## src/rtl/word_receiver_pkg.sv

```systemverilog
// Shared sizes and state encoding for the JTAG word path.
// The capture side (word_receiver) and the transmit side take their word
// length and counter width from here so the two ends always agree.
package word_receiver_pkg;
  localparam int WORD_WIDTH = 32;
  localparam int WORD_CNT_W = 6;

  typedef enum logic {
    ST_IDLE  = 1'b0,  // count==0, no partial word held
    ST_SHIFT = 1'b1   // partial word in the shift register
  } rx_state_e;
endpackage

```

## src/rtl/word_receiver_if.sv

```systemverilog
// Serial-in / word-out bus of the word receiver.
//   enable, in, ready : driven by the master (serial source + word consumer)
//   out, valid        : completed word and its handshake flag
//   overrun, count    : status (sticky drop flag, bits captured so far)
interface word_receiver_if
  import word_receiver_pkg::*;
#(
  parameter int WIDTH = WORD_WIDTH,
  parameter int CNT_W = WORD_CNT_W
) ();
  logic             enable;
  logic             in;
  logic             ready;
  logic [WIDTH-1:0] out;
  logic             valid;
  logic             overrun;
  logic [CNT_W-1:0] count;

  modport master (output enable, in, ready, input out, valid, overrun, count);
  modport slave  (input enable, in, ready, output out, valid, overrun, count);
endinterface

```

## src/rtl/word_receiver_shift_in_reg.sv

```systemverilog
// Left-shift capture register with synchronous clear and shift enable.
// Ports:
//   clk, reset : clock, synchronous active-high reset
//   clr        : clear the held bits (has priority over shift_en)
//   shift_en   : shift 'in' into the LSB on this edge
//   in         : serial bit
//   word       : held bits with the current 'in' appended, i.e. the value the
//                register holds after a shift; this is the completed word on
//                the edge that samples the last bit.
// Only WIDTH-1 bits are stored: the oldest bit of a full word is never needed
// in the register because completion takes the live input bit directly.
module shift_in_reg #(
  parameter int WIDTH = 32
) (
  input  logic             clk,
  input  logic             reset,
  input  logic             clr,
  input  logic             shift_en,
  input  logic             in,
  output logic [WIDTH-1:0] word
);
  logic [WIDTH-2:0] shreg_q, shreg_d;
  logic [WIDTH-1:0] shifted;

  assign shifted = {shreg_q, in};
  assign word    = shifted;

  always_comb begin
    shreg_d = shreg_q;
    if (clr)           shreg_d = '0;
    else if (shift_en) shreg_d = shifted[WIDTH-2:0];
  end

  always_ff @(posedge clk) begin
    if (reset) shreg_q <= '0;
    else       shreg_q <= shreg_d;
  end
endmodule

```

## src/rtl/word_receiver.sv

```systemverilog
// Serial-to-parallel word receiver (capture side of the JTAG data path).
// Samples one bit per clock while enable is high, MSB first, and presents each
// completed WIDTH-bit word on a valid/ready handshake.
// Ports:
//   clk, reset : clock, synchronous active-high reset
//   bus.slave  : enable/in (serial input), out/valid/ready (word handshake),
//                overrun (sticky: a completed word was dropped),
//                count (bits captured in the current word, 0..WIDTH-1)
module word_receiver
  import word_receiver_pkg::*;
#(
  parameter int WIDTH = WORD_WIDTH,
  parameter int CNT_W = WORD_CNT_W
) (
  input  logic           clk,
  input  logic           reset,
  word_receiver_if.slave bus
);
  localparam logic [CNT_W-1:0] LAST = CNT_W'(WIDTH - 1);

  rx_state_e        state_q, state_d;
  logic [CNT_W-1:0] count_q, count_d;
  logic [WIDTH-1:0] out_q, out_d;
  logic             valid_q, valid_d;
  logic             overrun_q, overrun_d;

  logic             last;      // this edge samples the WIDTH-th bit
  logic             complete;
  logic             shift_en;
  logic             sh_clr;
  logic [WIDTH-1:0] word;

  assign last     = (count_q == LAST);
  assign complete = bus.enable && last;

  shift_in_reg #(.WIDTH(WIDTH)) u_shreg (
    .clk      (clk),
    .reset    (reset),
    .clr      (sh_clr),
    .shift_en (shift_en),
    .in       (bus.in),
    .word     (word)
  );

  // FSM: state register
  always_ff @(posedge clk) begin
    if (reset) state_q <= ST_IDLE;
    else       state_q <= state_d;
  end

  // FSM: next state
  always_comb begin
    state_d = state_q;
    case (state_q)
      ST_IDLE:  if (bus.enable) state_d = ST_SHIFT;
      ST_SHIFT: if (!bus.enable || last) state_d = ST_IDLE;
      default:  state_d = ST_IDLE;
    endcase
  end

  // FSM: outputs. Dropping enable always discards whatever partial word is
  // held; in IDLE the register is already empty of useful bits, so the clear
  // is harmless there too.
  always_comb begin
    shift_en = bus.enable;
    sh_clr   = !bus.enable;
  end

  // Bit counter wraps to 0 on completion so back-to-back words need no gap.
  always_comb begin
    count_d = '0;
    if (bus.enable && !last) count_d = count_q + CNT_W'(1);
  end

  // Output handshake. A completing edge may load a new word when the slot is
  // empty or being consumed on that same edge; otherwise the word is dropped.
  always_comb begin
    out_d     = out_q;
    valid_d   = valid_q;
    overrun_d = overrun_q;
    if (complete) begin
      if (!valid_q || bus.ready) begin
        out_d   = word;
        valid_d = 1'b1;
      end else begin
        overrun_d = 1'b1;
      end
    end else if (valid_q && bus.ready) begin
      valid_d = 1'b0;
    end
  end

  always_ff @(posedge clk) begin
    if (reset) begin
      count_q   <= '0;
      out_q     <= '0;
      valid_q   <= 1'b0;
      overrun_q <= 1'b0;
    end else begin
      count_q   <= count_d;
      out_q     <= out_d;
      valid_q   <= valid_d;
      overrun_q <= overrun_d;
    end
  end

  assign bus.out     = out_q;
  assign bus.valid   = valid_q;
  assign bus.overrun = overrun_q;
  assign bus.count   = count_q;
endmodule
```

## src/flat_wrapper.sv

```systemverilog
// flat-port wrapper written by rule: the top's interface ports become plain ports
module word_receiver_flat import word_receiver_pkg::*;
#(
  parameter int WIDTH = WORD_WIDTH,
  parameter int CNT_W = WORD_CNT_W
)
  (clk, reset, bus_enable, bus_in, bus_ready, bus_out, bus_valid, bus_overrun, bus_count);
  word_receiver_if #(.WIDTH(WIDTH), .CNT_W(CNT_W)) bus_i ();
  input  logic clk;
  input  logic reset;
  input wire logic [$bits(bus_i.enable)-1:0] bus_enable;
  input wire logic [$bits(bus_i.in)-1:0] bus_in;
  input wire logic [$bits(bus_i.ready)-1:0] bus_ready;
  output wire logic [$bits(bus_i.out)-1:0] bus_out;
  output wire logic [$bits(bus_i.valid)-1:0] bus_valid;
  output wire logic [$bits(bus_i.overrun)-1:0] bus_overrun;
  output wire logic [$bits(bus_i.count)-1:0] bus_count;
  assign bus_i.enable = bus_enable;
  assign bus_i.in = bus_in;
  assign bus_i.ready = bus_ready;
  assign bus_out = bus_i.out;
  assign bus_valid = bus_i.valid;
  assign bus_overrun = bus_i.overrun;
  assign bus_count = bus_i.count;
  word_receiver #(.WIDTH(WIDTH), .CNT_W(CNT_W)) u_core (.clk(clk), .reset(reset), .bus(bus_i));
endmodule
```

## config.mk

```make
export PLATFORM = sky130hd
export DESIGN_NAME = word_receiver_flat
export DESIGN_NICKNAME = d
export VERILOG_FILES = /design/src/rtl/word_receiver_pkg.sv /design/src/rtl/word_receiver_if.sv /design/src/rtl/word_receiver_shift_in_reg.sv /design/src/rtl/word_receiver.sv /design/src/flat_wrapper.sv
export SDC_FILE = /design/constraint.sdc
export NUM_CORES = 1
export LEC_CHECK = 0
export BUFFER_PORTS_ARGS = -buffer_cell sky130_fd_sc_hd__buf_2
export CAP_MARGIN = 20
export CORE_MARGIN = 1.5
export CORE_UTILIZATION = 30
export CTS_CLUSTER_DIAMETER = 30
export CTS_CLUSTER_SIZE = 12
export DETAILED_ROUTE_END_ITERATION = 8
export PLACE_DENSITY = 0.5
export SYNTH_ARGS = -nofsm -noshare
export SYNTH_HDL_FRONTEND = slang
export SYNTH_SLANG_ARGS = --single-unit
export TNS_END_PERCENT = 5
```

## constraint.sdc

```tcl
create_clock -name clk -period 1.45 [get_ports clk]
set_clock_uncertainty 0.05 [all_clocks]
set_input_delay 0.0725 -clock clk [delete_from_list [all_inputs] [get_ports clk]]
set_output_delay 0.0725 -clock clk [all_outputs]
set_load 0.005 [all_outputs]
```

# --- Word-level counts from Yosys, hierarchy flattened ---
# Cells that the tools add are included.
word_totals:
  ff_bits: 71
  latchBits: 0
  ramBits: 0
  rom_bits: 0
  in_bits: 5
  output_inout_bits: 40
  elab_cells: 26
  n_memories: 0
classes:
  addsub: 1
  mul: 0
  n_div: 0
  magnitude_cmp: 0
  n_eq_ne: 2
  shift: 0
  mux: 3
  bitwise_logic: 3
  reduce_logical: 12
ops:
  columns: ["cell", "count"]
  rows:
  - ["6-bit by 1-bit adder with 6-bit output, second input constant", 1]
  - ["6-bit by 5-bit == test with 1-bit output, second input constant", 1]
  - ["2-bit AND reduction", 3]
  - ["2-bit OR reduction", 2]
  - ["1-bit logical AND", 3]
  - ["1-bit two-way mux", 3]
  - ["1-bit inverter", 3]
  - ["1-bit zero test", 2]
  - ["2-bit != test, second input constant", 1]
  - ["2-bit nonzero test", 1]
  - ["1-bit logical OR", 1]

# --- Depth between registers and ports, before layout ---
# Gate-level depths: netlist (run 1).
logic_depth:
  depth_word: 5
  mapped_depth: 5
  mapped_depth_nobuf: 4

# --- Cells and area by module ---
# A second synthesis (run 1) with hierarchy kept.
hier_totals:
  cells_unflattened: 276
  area_unflattened_um2: 3045.4
by_module_without_submodules:
  columns: ["mod", "instances", "cells_each", "area_each_um2", "seq_area_each_um2"]
  rows:
  - ["word_receiver", 1, 173, 1898.1, 800.8]
  - ["shift_in_reg", 1, 103, 1147.4, 620.6]

# --- Worst setup path before layout (run 1) ---
# Ideal clock, no wire load.
synth_timing:
  path_type: "register to register"
  start: "reg u_core.count_q[0] (netlist: u_core.bus.count[0])"
  end: "reg u_core.out_q[10] (netlist: u_core.bus.out[10])"
  setup_ns: 0.072
  t_arrival_ns: 1.479
  required_time_ns: 1.328
  setup_slack_ns: -0.151
  stages_incl_launch_ff: 6
  path_buffers: 1
  period_less_slack_ns: 1.601
  path_cell_list: "dfxtp_1 > ha_1 > nand2_1 > nor4b_4 > buf_6 > mux2i_1"
synth_between:
  elab_chain_cells: 3
synth_rtl:
  columns: ["item", "line_no", "rtl"]
  rows:
  - ["start, declared", "word_receiver.sv:22", "logic [CNT_W-1:0] count_q, count_d;"]
  - ["start signal, assigned", "word_receiver.sv:100", "count_q <= count_d;"]
  - ["6-bit by 5-bit == test with 1-bit output", "word_receiver.sv:33", "assign last = (count_q == LAST);"]
  - ["1-bit logical AND", "word_receiver.sv:34", "assign complete = bus.enable && last;"]
  - ["2-bit AND reduction (no line)", null, null]
  - ["end signal, assigned", "word_receiver.sv:101", "out_q <= out_d;"]
  - ["end, declared", "word_receiver.sv:23", "logic [WIDTH-1:0] out_q, out_d;"]
# No other way between the ends.
# A chain may end at the register's enable or synchronous reset.

# --- Worst setup path after layout (run 1) ---
layout_timing:
  start: "reg u_core.count_q[1] (netlist: u_core.bus.count[1])"
  end: "reg u_core.out_q[20] (netlist: u_core.bus.out[20])"
# Same word-level chain as after synthesis.

==> impl_metrics.tcl, run 1 <==
set metrics [dict create \
    worstPathRequired_ns 1.67 \
    grt_pass1_wl_um 7830 \
    yosys.area.top_type "dfxtp_1" \
    grt_use_total_pct 11.4 \
    yosysTopAreaCellShare_pct 54.8 \
    leakage_nw 1.33 \
    area_growth_syn_to_layout_pct 27.6 \
    gr-max-usage-layer "met2" \
    multi_input_area_sq_um 1120 \
    fillers 832 \
    r2r-start "u_core.bus.count[1]" \
    die_area_sq_um 9210 \
    p_int_mw 3.01 \
    ys_types 21 \
    max-slew-margin-rel_pct 37.7 \
    worst_hold_startpoint "bus_enable" \
    drtIter0Drc 44 \
    seq_area_sq_um 1430 \
    maxSlewViolCount 0 \
    cp-startpoint "u_core.bus.count[1]" \
    pwr_density_cell_nw_per_um2 1130 \
    tightestPinTransition_ns 0.930 \
    hold_path_class "primary input to flip-flop" \
    wl_per_cell_um 11.1 \
    row_count 33 \
    wl_um 4570 \
    clkSinkCount 71 \
    vias_per_cell 4.12 \
    syn_nets 245 \
    insertion_delay_ns 0.33 \
    syn_inst 239 \
    p_switching_mw 0.733 \
    setup_violations 28 \
    worstSetupStartpointType "flip-flop" \
    grt_util_met2_pct 17.8 \
    finalHoldViolCount 0 \
    swShare_pct 19.6 \
    grt_use_met1_pct 13.4 \
    cts_root_buf "clkbuf_8" \
    clock_path_buffers 2 \
    cts_max_level 3 \
    numCtsBuffers 9 \
    drive_gt1_share_pct 27.9 \
    fp.dieH_um 96.0 \
    postLayoutCellArea_sq_um 3310 \
    setup_tns_ns -0.442 \
    drc 0 \
    worstPathMaxFanout 12 \
    nets 307 \
    synth_warnings 0 \
    hpwl_um 2880 \
    grt_overflow 0 \
    clockPowerShare_pct 45.1 \
    hold-worst-slack_ns 0.114 \
    p_comb_share_pct 2.5 \
    dr.pass1.iters 4 \
    min_period_over_period_pct 102 \
    gp_congestion 0.731 \
    cts_tree "done" \
    grt_start_max_net_pins 69 \
    finalCriticalPeriod_ns 1.48 \
    synthTopCellsByArea "dfxtp_1 55%, nand2b_1 16%, mux2i_1 12%" \
    rsz0062_at_grt "true" \
    core-area_sq_um 8300 \
    initial_core_util_pct 31.3 \
    crit_type "flip-flop to flip-flop" \
    fin_util_pct 39.9 \
    io_pins 45 \
    vias 1690 \
    drv_cap 0 \
    clk_pin_slew_ns 0.07 \
    cp-end-kind "flip-flop" \
    pwr-share-seq_pct 52.4 \
    grt_util_met3_pct 5.61 \
    violations "negative setup slack" \
    diodes 0 \
    postRouteAntennaNets 0 \
    crit_arrival_ns 1.70 \
    die_w_um 96.0 \
    ir_worst_vdd_mv 0.710 \
    p_total_mw 3.74 \
    syn_avg_cell_area_sq_um 10.9 \
    setup_ws_ns -0.0292 \
    first_global_vias 1648 \
    ys_ff_latch 71 \
    fmax_mhz 676 \
    place_area_sq_um 3000 \
    io_buffers 44 \
    antenna_found_initial 0 \
    synth_seq_area_share_pct 54.8 \
    status "finished, violations left" \
    syn_area_sq_um 2590 \
]
power groups by stage:
stage | clock network (mW) | logic (mW) | registers, mW
floorplan | 0 | 0.0611 | 2.00
global placement | 0 | 0.0931 | 2.00
detailed placement | 0 | 0.0940 | 2.00
CTS | 1.75 | 0.0979 | 1.96
global route | 1.84 | 0.108 | 1.96
finish | 1.69 | 0.0951 | 1.96
synthesized netlist by cell type:
| cell type | count |
|---|---|
| o31ai_1 | 2 |
| nand2_1 | 1 |
| and2_1 | 31 |
| dfxtp_1 | 71 |
| a21oi_1 | 2 |
| nand2b_1 | 68 |
| nor2_1 | 5 |
| buf_6 | 3 |
| inv_1 | 2 |
| nor4b_4 | 1 |
| xnor2_1 | 1 |
| or4_2 | 1 |
| clkbuf_1 | 10 |
| xor2_1 | 2 |
| mux2i_1 | 32 |
| o21ai_0 | 1 |
| or4_1 | 1 |
| nor2b_1 | 1 |
| nand3_1 | 2 |
| nand2_2 | 1 |
| ha_1 | 1 |
registers in the layout (all words and copies together), names as in the netlist:
name / cells
u_core.bus.valid: 1
u_core.bus.out: 32
u_core.bus.count: 6
u_core.u_shreg.shreg_q: 31
u_core.bus.overrun: 1
metrics by stage:
stage,worst slack (ns),instances
final,-0.0292,410
after global routing,-0.124,410
after CTS,-0.0496,409
after detailed placement,-0.124,388
after global placement,-0.0820,388
after floorplan,-0.0783,239
what timing repair did:
action | CTS | global route
gates cloned | 1 | 0
gates resized for setup | 11 | 2
hold buffers | 2 | 0
pin swaps | 2 | 1
setup endpoints to repair | 32 | 33
buffers inserted | 3 | 1
endpoints found under the hold margin | 3 | 0
cells by family after synthesis:
family | after synthesis | share of synthesized area [%]
AOI/OAI and AO/OA | 5 | 1.16
xor gates and xnor gates | 3 | 1.01
adders and majority gates | 1 | 0.482
buffers and inverters | 15 | 3.04
DFF | 71 | 54.8
muxes | 32 | 12.3
and+or+nand+nor | 112 | 27.2
final timing paths:
check	to	slack, ns	cells past startpoint
worst min-delay path	u_core.bus.count[4]	0.11	4
worst min register to register	u_core.u_shreg.shreg_q[17]	0.41	1
worst max register to register	u_core.bus.out[20]	-0.03	6
worst max-delay path	u_core.bus.out[20]	-0.03	6
worst max-delay path: stages (launching register included):
cell and delay, ns:
dfxtp_2 0.36, ha_4 0.17, nand2_4 0.07, nor4b_4 0.26
buf_6 0.18, buf_12 0.15, mux2i_1 0.18
placed cells by master, fill, tap and decap left out, drive strengths merged:
cell / instances
xnor2: 1
nor2b: 1
inv: 2
clkinv: 2
and2: 31
or4: 2
dfxtp: 71
dlygate4sd3: 2
nand2b: 68
nand2: 2
buf: 62
ha: 1
mux2i: 32
a21oi: 2
nor2: 5
xor2: 2
nand3: 2
nor4b: 1
o31ai: 2
o21ai: 1
bufinv: 2
clkbuf: 11
final cells by class:
type,count,share of cell area [%]
repair buffers,64,12.7
flip-flops and latches,71,43.0
multi-input cells,153,33.7
well taps,105,3.97
inverters,2,0.227
clock buffers,11,4.27
clock inverters,4,2.12
layer usage:
layer | vias to the layer above | share of wire [%]
li1 | 886 | -
met1 | 767 | 48
met2 | 31 | 46
met3 | 6 | 5.2
met4 | 0 | 1.1
met5 | - | 0
No activity file was read; power rests on OpenSTA's default activity.
==> inputs of run 2 (changes only) <==
--- a/config.mk
+++ b/config.mk
@@ -12,6 +12,7 @@
 export CTS_CLUSTER_DIAMETER = 30
 export CTS_CLUSTER_SIZE = 12
 export DETAILED_ROUTE_END_ITERATION = 8
+export HOLD_SLACK_MARGIN = 0.12
 export PLACE_DENSITY = 0.5
 export SYNTH_ARGS = -nofsm -noshare
 export SYNTH_HDL_FRONTEND = slang
==> run 2 against run 1 <==
Net effect: the run still ends with negative setup slack left; cell area increased by 0.30%; worst hold slack improved by 0.075 ns; power about the same; sequential cell count unchanged; sequential power about the same; critical endpoint unchanged; largest power group unchanged; highest routed layer unchanged.
==> impl_metrics.tcl, run 2 (same netlist as run 1, synthesis figures left out) <==
set metrics [dict create \
    seq_area_sq_um 1430 \
    numCtsBuffers 9 \
    vias 1700 \
    fin_util_pct 40.0 \
    p_comb_share_pct 2.6 \
    die_w_um 96.0 \
    hold_path_class "primary input to flip-flop" \
    finalHoldViolCount 0 \
    first_global_vias 1653 \
    die_area_sq_um 9210 \
    nets 308 \
    core-area_sq_um 8300 \
    p_switching_mw 0.734 \
    io_pins 45 \
    largest_reg_flops 32 \
    clk_pin_slew_ns 0.07 \
    pwr_density_cell_nw_per_um2 1130 \
    pwr-share-seq_pct 52.3 \
    cts_tree "done" \
    multi_input_area_sq_um 1120 \
    crit_arrival_ns 1.70 \
    maxSlewViolCount 0 \
    vias_per_cell 4.14 \
    postLayoutCellArea_sq_um 3320 \
    grt_overflow 0 \
    cp-end-kind "flip-flop" \
    r2r-start "u_core.bus.count[1]" \
    hold-worst-slack_ns 0.189 \
    finalCriticalPeriod_ns 1.48 \
    insertion_delay_ns 0.33 \
    pre_cts_ws_ns -0.124 \
    status "finished, violations left" \
    row_count 33 \
    rsz0062_at_grt "true" \
    worstSetupStartpointType "flip-flop" \
    p_int_mw 3.01 \
    fin_cells 411 \
    setup_violations 28 \
    leakage_nw 1.33 \
    fillers 830 \
    wl_um 4580 \
    worstPathMaxFanout 12 \
    min_period_over_period_pct 102 \
    clockPowerShare_pct 45.1 \
    initial_core_util_pct 31.3 \
    io_buffers 44 \
    layout_common_cells "68 x nand2b_1, 68 x dfxtp_1, 44 x buf_2" \
    max-slew-margin-rel_pct 37.8 \
    fp.dieH_um 96.0 \
    clkSinkCount 71 \
    gp_congestion 0.731 \
    p_total_mw 3.74 \
    setup_tns_ns -0.466 \
    diodes 0 \
    cp-startpoint "u_core.bus.count[1]" \
    place_area_sq_um 3000 \
    violations "negative setup slack" \
    postRouteAntennaNets 0 \
    wl_per_cell_um 11.1 \
    drc 0 \
    drive_gt1_share_pct 27.8 \
    post-place-cells 388 \
    antenna_found_initial 0 \
    tightestPinTransition_ns 0.929 \
    setup_ws_ns -0.0298 \
    hpwl_um 2880 \
    dr.pass1.iters 4 \
    clock_path_buffers 2 \
    swShare_pct 19.6 \
    area_growth_syn_to_layout_pct 28.0 \
    worstPathRequired_ns 1.67 \
    ir_worst_vdd_mv 0.709 \
    crit_type "flip-flop to flip-flop" \
    cts_max_level 3 \
    fmax_mhz 676 \
    cts_root_buf "clkbuf_8" \
    grt_use_total_pct 11.4 \
    drtIter0Drc 45 \
    worst_hold_startpoint "bus_enable" \
    drv_cap 0 \
    grt_start_max_net_pins 69 \
    grt_pass1_wl_um 7830 \
]
run 2: final timing paths:
path	end	slack (ns)	cells after the start
min reg2reg	u_core.u_shreg.shreg_q[17]	0.41	1
max	u_core.bus.out[20]	-0.03	6
min	u_core.bus.overrun	0.19	5
max reg2reg	u_core.bus.out[20]	-0.03	6
run 2: repair_timing:
item | in CTS | in global routing
pin swaps | 2 | 1
buffers inserted | 3 | 1
setup endpoints to repair | 32 | 33
resized for setup | 11 | 2
gates cloned | 1 | 0
hold endpoints to repair | 7 | 0
hold buffers | 3 | 0
run 2: per-layer routing:
layer / vias up / GRT usage (%) / share of wire [%]
met3: 6 / 5.61 / 5.2
met1: 774 / 13.4 / 48
met4: 0 / 4.04 / 1.0
met5: - / 0 / 0
met2: 31 / 17.8 / 46
li1: 889 / - / -
run 2: layout make-up:
cell class | instances | share of cell area, %
clock buffer | 11 | 4.26
clock inverter | 4 | 2.11
inverter | 2 | 0.226
multi-input combinational | 153 | 33.6
sequential | 71 | 42.9
tap | 105 | 3.96
timing repair buffer | 65 | 12.9
run 2: worst max-delay path, cell delays in order (launching register included):
cell	delay [ns]
dfxtp_2	0.36
ha_4	0.17
nand2_4	0.07
nor4b_4	0.26
buf_6	0.18
buf_12	0.15
mux2i_1	0.18
run 2: power groups by stage:
stage | sequential, mW | clock [mW] | combinational (mW)
floorplan | 2.00 | 0 | 0.0611
global placement | 2.00 | 0 | 0.0931
detailed placement | 2.00 | 0 | 0.0940
CTS | 1.96 | 1.75 | 0.100
global route | 1.96 | 1.84 | 0.110
finish | 1.96 | 1.69 | 0.0975
==> inputs of run 3 (changes only) <==
--- a/config.mk
+++ b/config.mk
@@ -9,6 +9,7 @@
 export CAP_MARGIN = 20
 export CORE_MARGIN = 1.5
 export CORE_UTILIZATION = 30
+export CTS_BUF_LIST = sky130_fd_sc_hd__clkbuf_4
 export CTS_CLUSTER_DIAMETER = 30
 export CTS_CLUSTER_SIZE = 12
 export DETAILED_ROUTE_END_ITERATION = 8
==> run 3 against run 2 <==
Net effect: the run still ends with negative setup slack left; die area is the same; clock power shrank 21%; sequential share of layout area grew 0.92 points; cell count shrank 0.24%; routed wire length grew 0.44%; maximum frequency is essentially flat; combinational power is essentially flat; count of clock-buffer cells in the layout shrank 1; highest routed layer unchanged; first-iteration DRC count shrank 49%; critical endpoint is now u_core.bus.out[4]; global-route usage grew 0.12 points; largest power group unchanged.
==> impl_metrics.tcl, run 3 (same netlist as run 1, synthesis figures left out) <==
set metrics [dict create \
    status "finished, violations left" \
    violations "negative setup slack" \
    ir_worst_vdd_mv 0.642 \
    rr_endpoint "u_core.bus.out[4]" \
    min_period_over_period_pct 102 \
    postLayoutCellArea_sq_um 3250 \
    gp_congestion 0.731 \
    area_growth_syn_to_layout_pct 25.3 \
    die_w_um 96.0 \
    crit_type "flip-flop to flip-flop" \
    swShare_pct 20.3 \
    min_path_cells 3 \
    wl_per_cell_um 11.2 \
    worst_hold_startpoint "reset" \
    maxSlewViolCount 0 \
    p_switching_mw 0.690 \
    insertion_delay_ns 0.39 \
    place_area_sq_um 3000 \
    crit_arrival_ns 1.76 \
    grt_pass1_wl_um 7890 \
    drc 0 \
    core-area_sq_um 8300 \
    worstPathMaxFanout 9 \
    diodes 0 \
    grt_start_max_net_pins 69 \
    clockPowerShare_pct 39.5 \
    r2r_slack_ns -0.03 \
    first_global_vias 1648 \
    cts_max_level 3 \
    cts_tree "done" \
    drive_gt1_share_pct 27.9 \
    drtIter0Drc 23 \
    holdPathEnd "u_core.u_shreg.shreg_q[5]" \
    pre_cts_ws_ns -0.124 \
    tightestPinTransition_ns 0.926 \
    slowest_delay_ns 0.37 \
    seq_area_sq_um 1430 \
    drv_cap 0 \
    cp_slowest_cell "dfxtp_2" \
    gr-max-usage-layer "met2" \
    hold_path_class "primary input to flip-flop" \
    vias 1709 \
    max-slew-margin-rel_pct 38.0 \
    finalCriticalPeriod_ns 1.48 \
    clkSinkCount 71 \
    grt_util_met2_pct 18.0 \
    multi_input_area_sq_um 1120 \
    clock_path_buffers 2 \
    grt_use_total_pct 11.5 \
    worst-path-buf-inv 2 \
    pwr_density_cell_nw_per_um2 1040 \
    clk_pin_slew_ns 0.10 \
    crit_path_cell_trace "ha_4, nand2_4, nor4b_4, buf_6, buf_12, mux2i_1" \
    setup_ws_ns -0.0311 \
    fillers 838 \
    pwr-share-seq_pct 57.7 \
    fmax_mhz 675 \
    rsz0062_at_grt "true" \
    leakage_nw 1.30 \
    worstPathRequired_ns 1.73 \
    largest_reg_flops 32 \
    cp-end-kind "flip-flop" \
    p_int_mw 2.71 \
    cts_root_buf "clkbuf_4" \
    grt_overflow 0 \
    layout_common_cells "68 x nand2b_1, 68 x dfxtp_1, 44 x buf_2" \
    io_buffers 44 \
    wl_um 4600 \
    finalHoldViolCount 0 \
    die_area_sq_um 9210 \
    cp_top_family "flip-flops" \
    reg2reg_depth 6 \
    vias_per_cell 4.17 \
    setup_tns_ns -0.530 \
    setup_violations 32 \
    initial_core_util_pct 31.3 \
    p_comb_share_pct 2.9 \
    grt_util_met3_pct 5.61 \
    grt_use_met1_pct 13.6 \
    row_count 33 \
    nets 307 \
    r2r-start "u_core.bus.count[0]" \
    hpwl_um 2880 \
    numCtsBuffers 9 \
    dr.pass1.iters 4 \
    antenna_found_initial 0 \
    fp.dieH_um 96.0 \
    worstSetupStartpointType "flip-flop" \
    postRouteAntennaNets 0 \
    io_pins 45 \
    crit_cells 6 \
]
-- run 3: cell types whose count changed in the layout (fill, tap and decap cells not counted) --
cell / previous run / this run
clkbuf_4: 0 / 10
clkbuf_8: 10 / 0
buf_6: 1 / 2
a21oi_1: 2 / 1
buf_4: 13 / 12
buf_8: 2 / 1
clkbuf_1: 1 / 0
a21oi_2: 0 / 1
clkinv_1: 0 / 1
-- run 3: metal layers --
| metal | routed length [um] | up-vias |
|---|---|---|
| met5 | 0 | - |
| met4 | 67 | 0 |
| met3 | 240 | 7 |
| met2 | 2080 | 31 |
| met1 | 2220 | 782 |
| li1 | - | 889 |
-- run 3: worst min-delay path, stage by stage --
cell and delay, ns:
buf_2 0.10, nor2b_2 0.16, and2_1 0.21
-- run 3: final cells by class --
class / instances / share of cell area, %
flip-flops and latches: 71 / 43.8
multi-input cells: 153 / 34.4
clock buffers: 10 / 2.31
repair buffers: 64 / 12.9
clock inverters: 5 / 2.27
inverters: 2 / 0.231
well taps: 105 / 4.04
-- run 3: worst max-delay path by stage --
| stage | end | start |
|---|---|---|
| 6_report | u_core.bus.out[4] | u_core.bus.count[0] |
| 5_1_grt | u_core.bus.out[24] | u_core.bus.count[0] |
| 4_1_cts | u_core.bus.out[31] | u_core.bus.count[0] |
| 3_5_place_dp | u_core.bus.out[31] | u_core.bus.count[1] |
| 3_3_place_gp | u_core.bus.count[3] | bus_enable |
| 2_1_floorplan | u_core.bus.out[10] | u_core.bus.count[0] |
-- run 3: repair_timing --
item / 4_1_cts / 5_1_grt
endpoints found under the setup margin: 33 / 33
buffers inserted: 3 / 0
cloned: 1 / 0
pin swaps: 2 / 0
resized for setup: 12 / 1
hold endpoints to repair: 7 / 0
hold buffers: 3 / 0
-- run 3: power by group through the flow --
stage / registers [mW] / logic (mW) / clock network (mW)
after global routing: 1.96 / 0.111 / 1.51
after floorplan: 2.00 / 0.0611 / 0
after detailed placement: 2.00 / 0.0940 / 0
after CTS: 1.96 / 0.100 / 1.41
after global placement: 2.00 / 0.0931 / 0
final: 1.96 / 0.0974 / 1.34
-- run 3: through the flow --
stage	utilization, %	power (mW)	hold WS, ns	cells
finish	39.2	3.40	0.150	410
CTS	39.1	3.47	0.139	410
floorplan	-	2.06	0.144	239
global placement	36.1	2.10	0.252	388
global route	39.2	3.58	0.149	410
detailed placement	36.1	2.10	0.252	388
